File: config.mk
export PLATFORM = sky130hd
export DESIGN_NAME = sram_arbiter
export DESIGN_NICKNAME = d
export VERILOG_FILES = /design/src/rtl/sram_arbiter.sv
export SDC_FILE = /design/constraint.sdc
export NUM_CORES = 1
export LEC_CHECK = 0
export BUFFER_PORTS_ARGS = -buffer_cell sky130_fd_sc_hd__clkbuf_2
export CAP_MARGIN = 40
export CORE_ASPECT_RATIO = 1.1
export CORE_MARGIN = 4
export CORE_UTILIZATION = 45
export DETAILED_ROUTE_END_ITERATION = 8
export PLACE_DENSITY = 0.87
export SETUP_SLACK_MARGIN = 0.5
export SLEW_MARGIN = 20
export SYNTH_ARGS = -nofsm -noshare
export SYNTH_HDL_FRONTEND = slang
export SYNTH_SLANG_ARGS = --single-unit
File: constraint.sdc
create_clock -name clk -period 2.4 [get_ports clk]
set_clock_uncertainty 0.1 [all_clocks]
set_input_delay 0.24 -clock clk [delete_from_list [all_inputs] [get_ports clk]]
set_output_delay 0.24 -clock clk [all_outputs]
set_load 0.01 [all_outputs]
File: src/rtl/sram_arbiter.sv
// sram_arbiter
// Shares one SRAM-like request/response bus between the IF-stage fetch
// port and the MEM-stage load/store port. Only one transaction is in flight
// at a time. The arbiter runs the addr_ok/data_ok handshake, returns read
// data to whichever stage won, and asks the stall controller to hold each
// stage until its access completes.
//
// Ports
//   clk, rst              clock; asynchronous active-low reset
//   inst_req/inst_addr    fetch request, held by IF until inst_done
//   inst_rdata/inst_done  fetch data (held until next capture), 1-cycle pulse
//   data_req/data_wr/data_wstrb/data_addr/data_wdata
//                         MEM request, held until data_done
//   data_rdata/data_done  load data (held until next capture), 1-cycle pulse
//   bus_req/bus_wr/bus_wstrb/bus_addr/bus_wdata
//                         request toward the memory slave, fields latched at grant
//   bus_addr_ok/bus_data_ok/bus_rdata
//                         slave handshake and read data
//   stallreq_if/stallreq_mem
//                         per-stage stall requests
module sram_arbiter #(
    parameter int AW = 32,
    parameter int DW = 32
) (
    input  logic            clk,
    input  logic            rst,

    input  logic            inst_req,
    input  logic [AW-1:0]   inst_addr,
    output logic [DW-1:0]   inst_rdata,
    output logic            inst_done,

    input  logic            data_req,
    input  logic            data_wr,
    input  logic [DW/8-1:0] data_wstrb,
    input  logic [AW-1:0]   data_addr,
    input  logic [DW-1:0]   data_wdata,
    output logic [DW-1:0]   data_rdata,
    output logic            data_done,

    output logic            bus_req,
    output logic            bus_wr,
    output logic [DW/8-1:0] bus_wstrb,
    output logic [AW-1:0]   bus_addr,
    output logic [DW-1:0]   bus_wdata,
    input  logic            bus_addr_ok,
    input  logic            bus_data_ok,
    input  logic [DW-1:0]   bus_rdata,

    output logic            stallreq_if,
    output logic            stallreq_mem
);

    typedef enum logic [1:0] {
        IDLE,
        ADDR,
        DATA,
        DONE
    } state_t;

    state_t state;
    state_t next_state;

    // owner_data: the transaction in flight belongs to the MEM stage.
    // last_grant_data: the most recent grant went to the MEM stage.
    logic owner_data;
    logic last_grant_data;
    logic grant_data;
    logic grant_inst;
    logic capture;

    // Data normally wins; when both stages are waiting and data took the
    // previous grant, the fetch goes first so neither stage can starve.
    always_comb begin
        grant_data = data_req & (~inst_req | ~last_grant_data);
        grant_inst = inst_req & ~grant_data;
    end

    // Read data is taken on the data_ok that completes the transaction,
    // either together with addr_ok in ADDR or later in DATA.
    always_comb begin
        capture = bus_data_ok &
                  (((state == ADDR) & bus_addr_ok) | (state == DATA));
    end

    // State register.
    always_ff @(posedge clk or negedge rst) begin
        if (!rst) begin
            state <= IDLE;
        end else begin
            state <= next_state;
        end
    end

    // Next-state logic. Slave handshakes outside the phase that expects
    // them are simply not looked at.
    always_comb begin
        next_state = state;
        case (state)
            IDLE: begin
                if (inst_req | data_req) begin
                    next_state = ADDR;
                end
            end
            ADDR: begin
                if (bus_addr_ok) begin
                    next_state = bus_data_ok ? DONE : DATA;
                end
            end
            DATA: begin
                if (bus_data_ok) begin
                    next_state = DONE;
                end
            end
            DONE: begin
                next_state = IDLE;
            end
            default: begin
                next_state = IDLE;
            end
        endcase
    end

    // Outputs decoded from state. Stalls are combinational so a stage is
    // released in the same cycle its done pulse appears.
    always_comb begin
        bus_req      = (state == ADDR);
        inst_done    = (state == DONE) & ~owner_data;
        data_done    = (state == DONE) & owner_data;
        stallreq_if  = inst_req & ~inst_done;
        stallreq_mem = data_req & ~data_done;
    end

    // Request fields are latched once at grant so later changes on the
    // requester side cannot disturb an address phase in progress.
    // A fetch is always a plain read: no write, no byte enables.
    always_ff @(posedge clk or negedge rst) begin
        if (!rst) begin
            owner_data      <= 1'b0;
            last_grant_data <= 1'b0;
            bus_wr          <= 1'b0;
            bus_wstrb       <= '0;
            bus_addr        <= '0;
            bus_wdata       <= '0;
        end else if (state == IDLE) begin
            if (grant_data) begin
                owner_data      <= 1'b1;
                last_grant_data <= 1'b1;
                bus_wr          <= data_wr;
                bus_wstrb       <= data_wstrb;
                bus_addr        <= data_addr;
                bus_wdata       <= data_wdata;
            end else if (grant_inst) begin
                owner_data      <= 1'b0;
                last_grant_data <= 1'b0;
                bus_wr          <= 1'b0;
                bus_wstrb       <= '0;
                bus_addr        <= inst_addr;
                bus_wdata       <= '0;
            end
        end
    end

    // Read data registers. Stores complete without touching data_rdata,
    // so the last load value stays visible to the MEM stage.
    always_ff @(posedge clk or negedge rst) begin
        if (!rst) begin
            inst_rdata <= '0;
            data_rdata <= '0;
        end else if (capture & ~bus_wr) begin
            if (owner_data) begin
                data_rdata <= bus_rdata;
            end else begin
                inst_rdata <= bus_rdata;
            end
        end
    end

endmodule
==> impl_metrics.tcl, run 1 <==
set metrics [dict create \
    status "finished, final reports clean" \
    wl_mm 16.97 \
    ys_seq_area_share_pct 61.82 \
    grt_max_degree 61 \
    grt_pass1_vias 5132 \
    path_clk_slew_ns 0.06 \
    p_total_mw 10.96 \
    root_buffer "clkbuf_16" \
    maxSlewHeadroom_pct 45.45 \
    clk_path_buf_depth 2 \
    period_minus_slack_ns 2.034 \
    netlist_instances 387 \
    synth_edf_count 0 \
    setup_violations 0 \
    rsz0062_at_grt "true" \
    clk_latency_ns 0.40 \
    cp-end-kind "register" \
    drc_errors 0 \
    wl_per_cell_um 18.78 \
    cts.sinks 136 \
    crit_fanout 16 \
    p_switching_mw 3.840 \
    num_rows 42 \
    start_util_pct 45.95 \
    grt_pass1_wl_mm 26.45 \
    maxSlewViolCount 0 \
    finalCritPeriodShare_pct 84.74 \
    ys_seq_elements 136 \
    ys_warn_count 0 \
    design.die.area_um2 14070 \
    tightest_slew_ns 0.8151 \
    holdWs_ns 0.01353 \
    drtIter0Drc 246 \
    ant_nets 0 \
    dpl.hpwl_mm 11.22 \
    ys_async_sr_fraction_pct 100.0 \
    boundaryPins 277 \
    cp-start-kind "register" \
    dp_slack_ns 0.1517 \
    hold_viol 0 \
    leakage_nw 4.467 \
    syn_nets 530 \
    grtUsageTotal_pct 24.27 \
    mostFrequentLayoutCells "clkbuf_2, dfrtp_1, dlygate4sd3_1" \
    core_area_um2 11980 \
    final_common_cell "clkbuf_2" \
    avgSynthCellArea_um2 14.23 \
    numPortBuffers 276 \
    utilization_pct 70.81 \
    synth_area_um2 5505 \
    grt-ovfl-total 0 \
    synthFlopType "dfrtp_1" \
    fin_ws_ns 0.3663 \
    p_per_area_nw_per_um2 1291 \
    timing.setup.tns_ns 0 \
    die_width_um 113.5 \
    irDropWorstVdd_mv 0.6775 \
    swShare_pct 35.05 \
    max_freq_ghz 0.4917 \
    vias 4605 \
    synth.distinct_cells 29 \
    cap_violations 0 \
    area_delta_synth_final_pct 54.11 \
    final_nets 880 \
    internal_power_mw 7.116 \
    die_y_um 124.0 \
    arrival_ns 2.22 \
    worstPathRequired_ns 2.59 \
    cts_max_level 4 \
    seqPwrFrac_pct 37.3 \
    globalplace.congestion 0.8359 \
    combPwrFrac_pct 39.0 \
    hold_class "input pin to register" \
    antenna_found_initial 0 \
    via_per_inst 5.094 \
    drive_gt1_share_pct 53.14 \
    critical_path_class "register to register" \
    clkPwrFrac_pct 23.7 \
    drtPass1Iterations 5 \
    cts_tree "yes" \
    cts_buffers 17 \
]
-- synthesized netlist by cell type (all sizes together), types with 2 or more instances --
cell	instances	area share, %
o21ai	33	3.0
dfrtp	136	62
nor2b	3	0.34
a22o	37	5.9
nand2	32	2.2
ha	4	0.91
mux2i	32	5.8
clkbuf	12	0.82
buf	14	1.6
mux2	65	15
and2	2	0.23
nand3	2	0.18
inv	3	0.20
nand2b	2	0.23
-- registers in the layout, indices dropped and copies added, names as in the netlist --
name	count
inst_rdata	32
data_rdata	32
bus_addr	32
bus_wdata	32
last_grant_data	1
state	2
bus_wr	1
bus_wstrb	4
-- power groups by stage --
stage / logic (mW) / registers (mW) / clock network (mW)
finish: 4.28 / 4.09 / 2.59
detailed placement: 4.03 / 4.07 / 0
global placement: 3.82 / 3.99 / 0
global route: 4.64 / 4.20 / 2.73
CTS: 4.27 / 4.06 / 2.63
floorplan: 1.83 / 4.43 / 0
-- path summary, 6_finish.rpt --
kind	start	endpoint	slack (ns)	cells past startpoint
setup reg to reg	state[0]$_DFFE_PN0P_	data_rdata[12]$_DFFE_PN0P_	0.37	6
max in group asynchronous	rst	data_rdata[29]$_DFFE_PN0P_	1.19	3
min in group asynchronous	rst	data_rdata[4]$_DFFE_PN0P_	0.22	2
setup / recovery	state[0]$_DFFE_PN0P_	data_rdata[12]$_DFFE_PN0P_	0.37	6
hold / removal	bus_rdata[16]	data_rdata[16]$_DFFE_PN0P_	0.01	2
hold reg to reg	bus_addr[24]$_DFFE_PN0P_	bus_addr[24]$_DFFE_PN0P_	0.38	2
-- per-layer routing --
metal	global-route usage [%]	up-vias	wire, µm
li1	-	2091	-
met1	26.45	2223	6040
met2	43.67	240	9140
met3	6.414	51	1177
met4	12.10	0	616
met5	0	-	0
-- kinds of logic after synthesis --
group	after synthesis	synth area share [%]
adder cells (fa/ha/maj)	4	0.9091
flip-flops	136	61.82
AO/OA/AOI/OAI	75	9.500
multiplexers	97	21.16
buffers and inverters	29	2.613
AND/OR/NAND/NOR	46	4.000
-- through the flow --
stage                     cells  area (µm²)
after detailed placement    799        7096
after floorplan             387        5522
after global routing        903        8482
after global placement      799        7096
final                       904        8484
after CTS                   903        8464
-- cell type report --
| type | count | area, µm² |
|---|---|---|
| fill | 797 | 3497 |
| clock inverter | 13 | 146.4 |
| clock buffer | 18 | 439.2 |
| timing repair buffer | 357 | 2248 |
| inverter | 3 | 11.26 |
| antenna | 1 | 2.502 |
| sequential | 136 | 3405 |
| multi-input combinational | 222 | 2039 |
| tap | 154 | 192.7 |
-- critical path, stage by stage, from the launching register on --
cell     delay (ns)
dfrtp_2        0.44
inv_2          0.10
ha_4           0.15
a21oi_4        0.04
or4b_4         0.57
buf_16         0.21
mux2_4         0.31
-- what timing repair did --
action / in CTS / in global routing
cloned: 2 / 0
pin swaps: 0 / 0
buffers inserted: 4 / 0
endpoints found under the setup margin: 65 / 86
resized for setup: 7 / 9
hold buffers: 67 / 0
endpoints found under the hold margin: 129 / 0
Note: power is estimated with default switching activity, not from simulation.
==> inputs of run 2 (changes only) <==
- CORE_UTILIZATION: 45 -> 41
- PLACE_DENSITY: 0.87 -> 0.84
- clock period: 2.4 -> 1.7 ns (I/O delays scaled with it)
==> impl_metrics.tcl, run 2 (synthesis results as in run 1) <==
set metrics [dict create \
    cts_buffers 17 \
    crit_fanout 8 \
    worstReg2RegEnd "bus_addr[18]$_DFFE_PN0P_" \
    cp-end-kind "register" \
    critical_path_class "register to register" \
    period_minus_slack_ns 2.071 \
    cts_max_level 4 \
    start_util_pct 41.84 \
    ant_nets 0 \
    path_clk_slew_ns 0.07 \
    wl_per_cell_um 26.12 \
    reg2reg_depth 12 \
    p_switching_mw 7.998 \
    grt-ovfl-total 0 \
    place_area_um2 7287 \
    die_width_um 118.5 \
    cap_violations 0 \
    hold_viol 0 \
    root_buffer "clkbuf_16" \
    reg2reg_from "state[1]$_DFFE_PN0P_" \
    combPwrFrac_pct 56.1 \
    dpl.hpwl_mm 10.83 \
    wl_met2_mm 15.59 \
    die_y_um 129.5 \
    fin_ws_ns -0.3706 \
    leakage_nw 6.049 \
    final_common_cell "clkbuf_2" \
    p_per_area_nw_per_um2 1890 \
    drtIter0Drc 525 \
    maxSlewViolCount 0 \
    finalCritPeriodShare_pct 121.8 \
    fillCellCount 493 \
    setup_violations 141 \
    fin_cells 1139 \
    clk_path_buf_depth 2 \
    drtPass1Iterations 5 \
    arrival_ns 2.28 \
    timing.setup.tns_ns -37.22 \
    num_rows 44 \
    internal_power_mw 14.14 \
    whs_path_depth 4 \
    globalplace.congestion 0.7804 \
    clk_latency_ns 0.40 \
    grt_max_degree 52 \
    tightest_slew_ns 0.4295 \
    max_freq_ghz 0.4830 \
    grtUsageTotal_pct 30.47 \
    grt_pass1_vias 6531 \
    ff2ff_setup_slack_ns -0.37 \
    mostFrequentLayoutCells "clkbuf_2, dlygate4sd3_1, dfrtp_1" \
    area_delta_synth_final_pct 112.7 \
    swShare_pct 36.13 \
    status "finished with violations" \
    violations "setup timing" \
    core_area_um2 13160 \
    dp_slack_ns -0.4612 \
    wl_mm 29.75 \
    cts.sinks 136 \
    met3WireLength_mm 2.387 \
    holdPathEnd "state[0]$_DFFE_PN0P_" \
    min_from "bus_data_ok" \
    design.die.area_um2 15350 \
    drive_gt1_share_pct 64.45 \
    drc_errors 0 \
    via_per_inst 5.559 \
    hold_class "input pin to register" \
    seqPwrFrac_pct 26.9 \
    place_inst 819 \
    antenna_found_initial 3 \
    grt_pass1_wl_mm 35.95 \
    cts_tree "yes" \
    maxSlewHeadroom_pct 71.37 \
    vias 6332 \
    fin_area_um2 11710 \
    rsz0062_at_grt "true" \
    cp-start-kind "register" \
    wl_met1_mm 9.790 \
    clkPwrFrac_pct 17.0 \
    irDropWorstVdd_mv 0.9891 \
    final_nets 1106 \
    holdWs_ns 0.1076 \
    highest_layer "met4" \
    worstPathRequired_ns 1.91 \
    boundaryPins 277 \
    numPortBuffers 276 \
]
## run 2: worst max-delay path, stage by stage (launching register included)
cell     delay [ns]
dfrtp_2        0.41
inv_4          0.06
buf_6          0.11
buf_6          0.10
buf_6          0.11
ha_4           0.16
buf_6          0.12
o21ai_4        0.13
buf_6          0.17
buf_6          0.13
buf_12         0.16
nand2_4        0.09
o21ai_2        0.12
## run 2: what timing repair did
action                     4_1_cts  5_1_grt
pin swaps                       45       38
hold buffers                   132        2
gates resized for setup        105      221
hold endpoints to repair       268        1
setup endpoints to repair      239      274
setup buffers                   64       66
cloned                          20        2
## run 2: final cells by class
| cell class | count | area, µm² | share of cell area, % |
|---|---|---|---|
| diodes | 2 | 5.005 | 0.04274 |
| clock buffers | 19 | 442.9 | 3.782 |
| clock inverters | 13 | 145.1 | 1.239 |
| inverters | 3 | 16.27 | 0.1389 |
| multi-input cells | 222 | 2485 | 21.22 |
| flip-flops and latches | 136 | 3407 | 29.09 |
| well taps | 161 | 201.4 | 1.720 |
| repair buffers | 583 | 5009 | 42.77 |
## run 2: power by group through the flow
stage                     Sequential (mW)  Combinational [mW]  Clock [mW]
after floorplan                      6.26                2.70           0
after global placement               5.63                5.74           0
after detailed placement             5.68                5.99           0
after CTS                            5.62                9.04        3.69
after global routing                 6.06                12.8        3.95
final                                5.96                12.4        3.76
## run 2: per-layer routing
layer	vias up	global-route usage (%)
met4	0	17.04
li1	2550	-
met5	-	0
met3	173	7.551
met2	529	55.94
met1	3080	32.24
## run 2: worst max-delay path by stage
stage | startpoint | endpoint | slack [ns] | cells past startpoint
CTS | state[0]$_DFFE_PN0P_ | data_rdata[18]$_DFFE_PN0P_ | -0.27 | 6
detailed placement | state[0]$_DFFE_PN0P_ | data_rdata[18]$_DFFE_PN0P_ | -0.46 | 6
global route | state[1]$_DFFE_PN0P_ | bus_addr[23]$_DFFE_PN0P_ | -0.43 | 12
finish | state[1]$_DFFE_PN0P_ | bus_addr[18]$_DFFE_PN0P_ | -0.37 | 12
global placement | state[0]$_DFFE_PN0P_ | data_rdata[12]$_DFFE_PN0P_ | -0.41 | 6
floorplan | state[0]$_DFFE_PN0P_ | data_rdata[10]$_DFFE_PN0P_ | -0.29 | 7
## run 2: stage by stage
stage,util (%),power [mW]
2_1_floorplan,-,8.968
3_3_place_gp,55.38,11.37
3_5_place_dp,55.38,11.67
4_1_cts,80.03,18.35
5_1_grt,89.01,22.84
6_report,89.01,22.14
==> inputs of run 3 (changes only) <==
- GPL_TIMING_DRIVEN: default -> 0
==> impl_metrics.tcl, run 3 (synthesis results as in run 1) <==
set metrics [dict create \
    status "finished with violations" \
    violations "setup timing" \
    p_per_area_nw_per_um2 1734 \
    antenna_found_initial 0 \
    drtIter0Drc 253 \
    vias 5127 \
    period_minus_slack_ns 2.061 \
    final_common_cell "clkbuf_2" \
    clkPwrFrac_pct 22.3 \
    grt_pass1_vias 5756 \
    reg2reg_depth 7 \
    tightest_slew_ns 0.4083 \
    cts_buffers 17 \
    fin_cells 1009 \
    numPortBuffers 276 \
    area_delta_synth_final_pct 76.41 \
    utilization_pct 73.81 \
    max_freq_ghz 0.4852 \
    design.die.area_um2 15350 \
    maxSlewViolCount 0 \
    setup_violations 111 \
    place_area_um2 7204 \
    ff2ff_setup_slack_ns -0.36 \
    finalCritPeriodShare_pct 121.2 \
    drtPass1Iterations 4 \
    fin_ws_ns -0.3611 \
    worstPathRequired_ns 1.88 \
    dpl.hpwl_mm 11.13 \
    via_per_inst 5.081 \
    drive_gt1_share_pct 51.53 \
    p_total_mw 16.84 \
    path_clk_slew_ns 0.06 \
    p_switching_mw 5.732 \
    final_nets 978 \
    n_antenna_cell 0 \
    die_width_um 118.5 \
    grt_pass1_wl_mm 30.46 \
    arrival_ns 2.24 \
    num_rows 44 \
    maxSlewHeadroom_pct 72.78 \
    irDropWorstVdd_mv 0.7957 \
    mostFrequentLayoutCells "clkbuf_2, dfrtp_1, dlygate4sd3_1" \
    internal_power_mw 11.11 \
    hold_viol 0 \
    rsz0062_at_grt "true" \
    boundaryPins 277 \
    leakage_nw 5.055 \
    cap_violations 0 \
    combPwrFrac_pct 43.4 \
    grtUsageTotal_pct 25.28 \
    start_util_pct 41.84 \
    die_y_um 129.5 \
    wl_per_cell_um 19.59 \
    whs_path_depth 3 \
    core_area_um2 13160 \
    grt-ovfl-total 0 \
    grt_max_degree 83 \
    cts.sinks 136 \
    fillCellCount 798 \
    cp-end-kind "register" \
    place_inst 825 \
    globalplace.congestion 0.7777 \
    critical_path_class "register to register" \
    ant_nets 0 \
    crit_fanout 10 \
    wl_mm 19.77 \
    seqPwrFrac_pct 34.3 \
    hold_class "input pin to register" \
    root_buffer "clkbuf_16" \
    clk_latency_ns 0.40 \
    swShare_pct 34.04 \
    cts_max_level 4 \
    clk_path_buf_depth 2 \
    cp-start-kind "register" \
    drc_errors 0 \
    cts_tree "yes" \
    fin_area_um2 9712 \
]
run 3: changes by cell type in the layout (fill, tap and decap cells not counted), sizes merged:
cell,change
diode,-2
clkinv,-1
dlygate4sd3,-3
clkinvlp,-1
bufinv,+1
buf,-218
clkbuf,+96
inv,-2
run 3: layout make-up:
cell class | count | area (µm²) | share of cell area [%]
inverter | 3 | 11.26 | 0.1159
clock inverter | 10 | 145.1 | 1.494
clock buffer | 22 | 454.2 | 4.677
multi-input combinational | 222 | 2177 | 22.42
timing repair buffer | 429 | 3040 | 31.31
sequential | 136 | 3407 | 35.08
tap | 161 | 201.4 | 2.074
buffer | 26 | 275.3 | 2.834
run 3: timing repair:
action | 4_1_cts | 5_1_grt
pin swaps | 3 | 5
endpoints found under the hold margin | 186 | 0
buffers inserted | 13 | 4
gates resized for setup | 58 | 48
cloned | 2 | 2
setup endpoints to repair | 231 | 356
hold buffers | 131 | 0
run 3: metal layers:
metal  track usage, %  share of wire (%)  up-vias
met5                0                  0        -
li1                 -                  -     2280
met1            29.32                 39     2513
met3            6.067                6.1       59
met4            11.52                3.5        0
met2            44.80                 52      275
run 3: through the flow:
stage / setup WS (ns) / TNS (ns) / hold WS, ns
floorplan: -0.2863 / -12.47 / -0.2256
global placement: -2.020 / -269.29 / 0.2859
detailed placement: -0.4897 / -33.48 / 0.06394
CTS: -0.3743 / -25.56 / 0.009191
global route: -0.4126 / -31.54 / 0.01330
finish: -0.3611 / -21.46 / 0.01191
run 3: critical path, cell delays in order (launching register included):
cell	delay (ns)
dfrtp_1	0.42
inv_2	0.10
ha_4	0.15
a21oi_4	0.05
or4b_4	0.49
buf_8	0.16
buf_12	0.15
mux2_4	0.31
run 3: final timing paths:
| kind | start | end |
|---|---|---|
| worst max-delay path | state[1]$_DFFE_PN0P_ | data_rdata[24]$_DFFE_PN0P_ |
| min in group asynchronous | rst | data_rdata[23]$_DFFE_PN0P_ |
| worst min-delay path | data_addr[27] | bus_addr[27]$_DFFE_PN0P_ |
| worst min register to register | bus_addr[0]$_DFFE_PN0P_ | bus_addr[0]$_DFFE_PN0P_ |
| worst max register to register | state[1]$_DFFE_PN0P_ | data_rdata[24]$_DFFE_PN0P_ |
| max in group asynchronous | rst | bus_wdata[4]$_DFFE_PN0P_ |
run 3: power groups by stage:
stage	sequential (mW)	clock, mW	combinational [mW]
floorplan	6.26	0	2.70
global placement	5.62	0	5.65
detailed placement	5.67	0	5.83
CTS	5.67	3.80	6.77
global route	5.93	3.96	7.85
finish	5.77	3.76	7.32
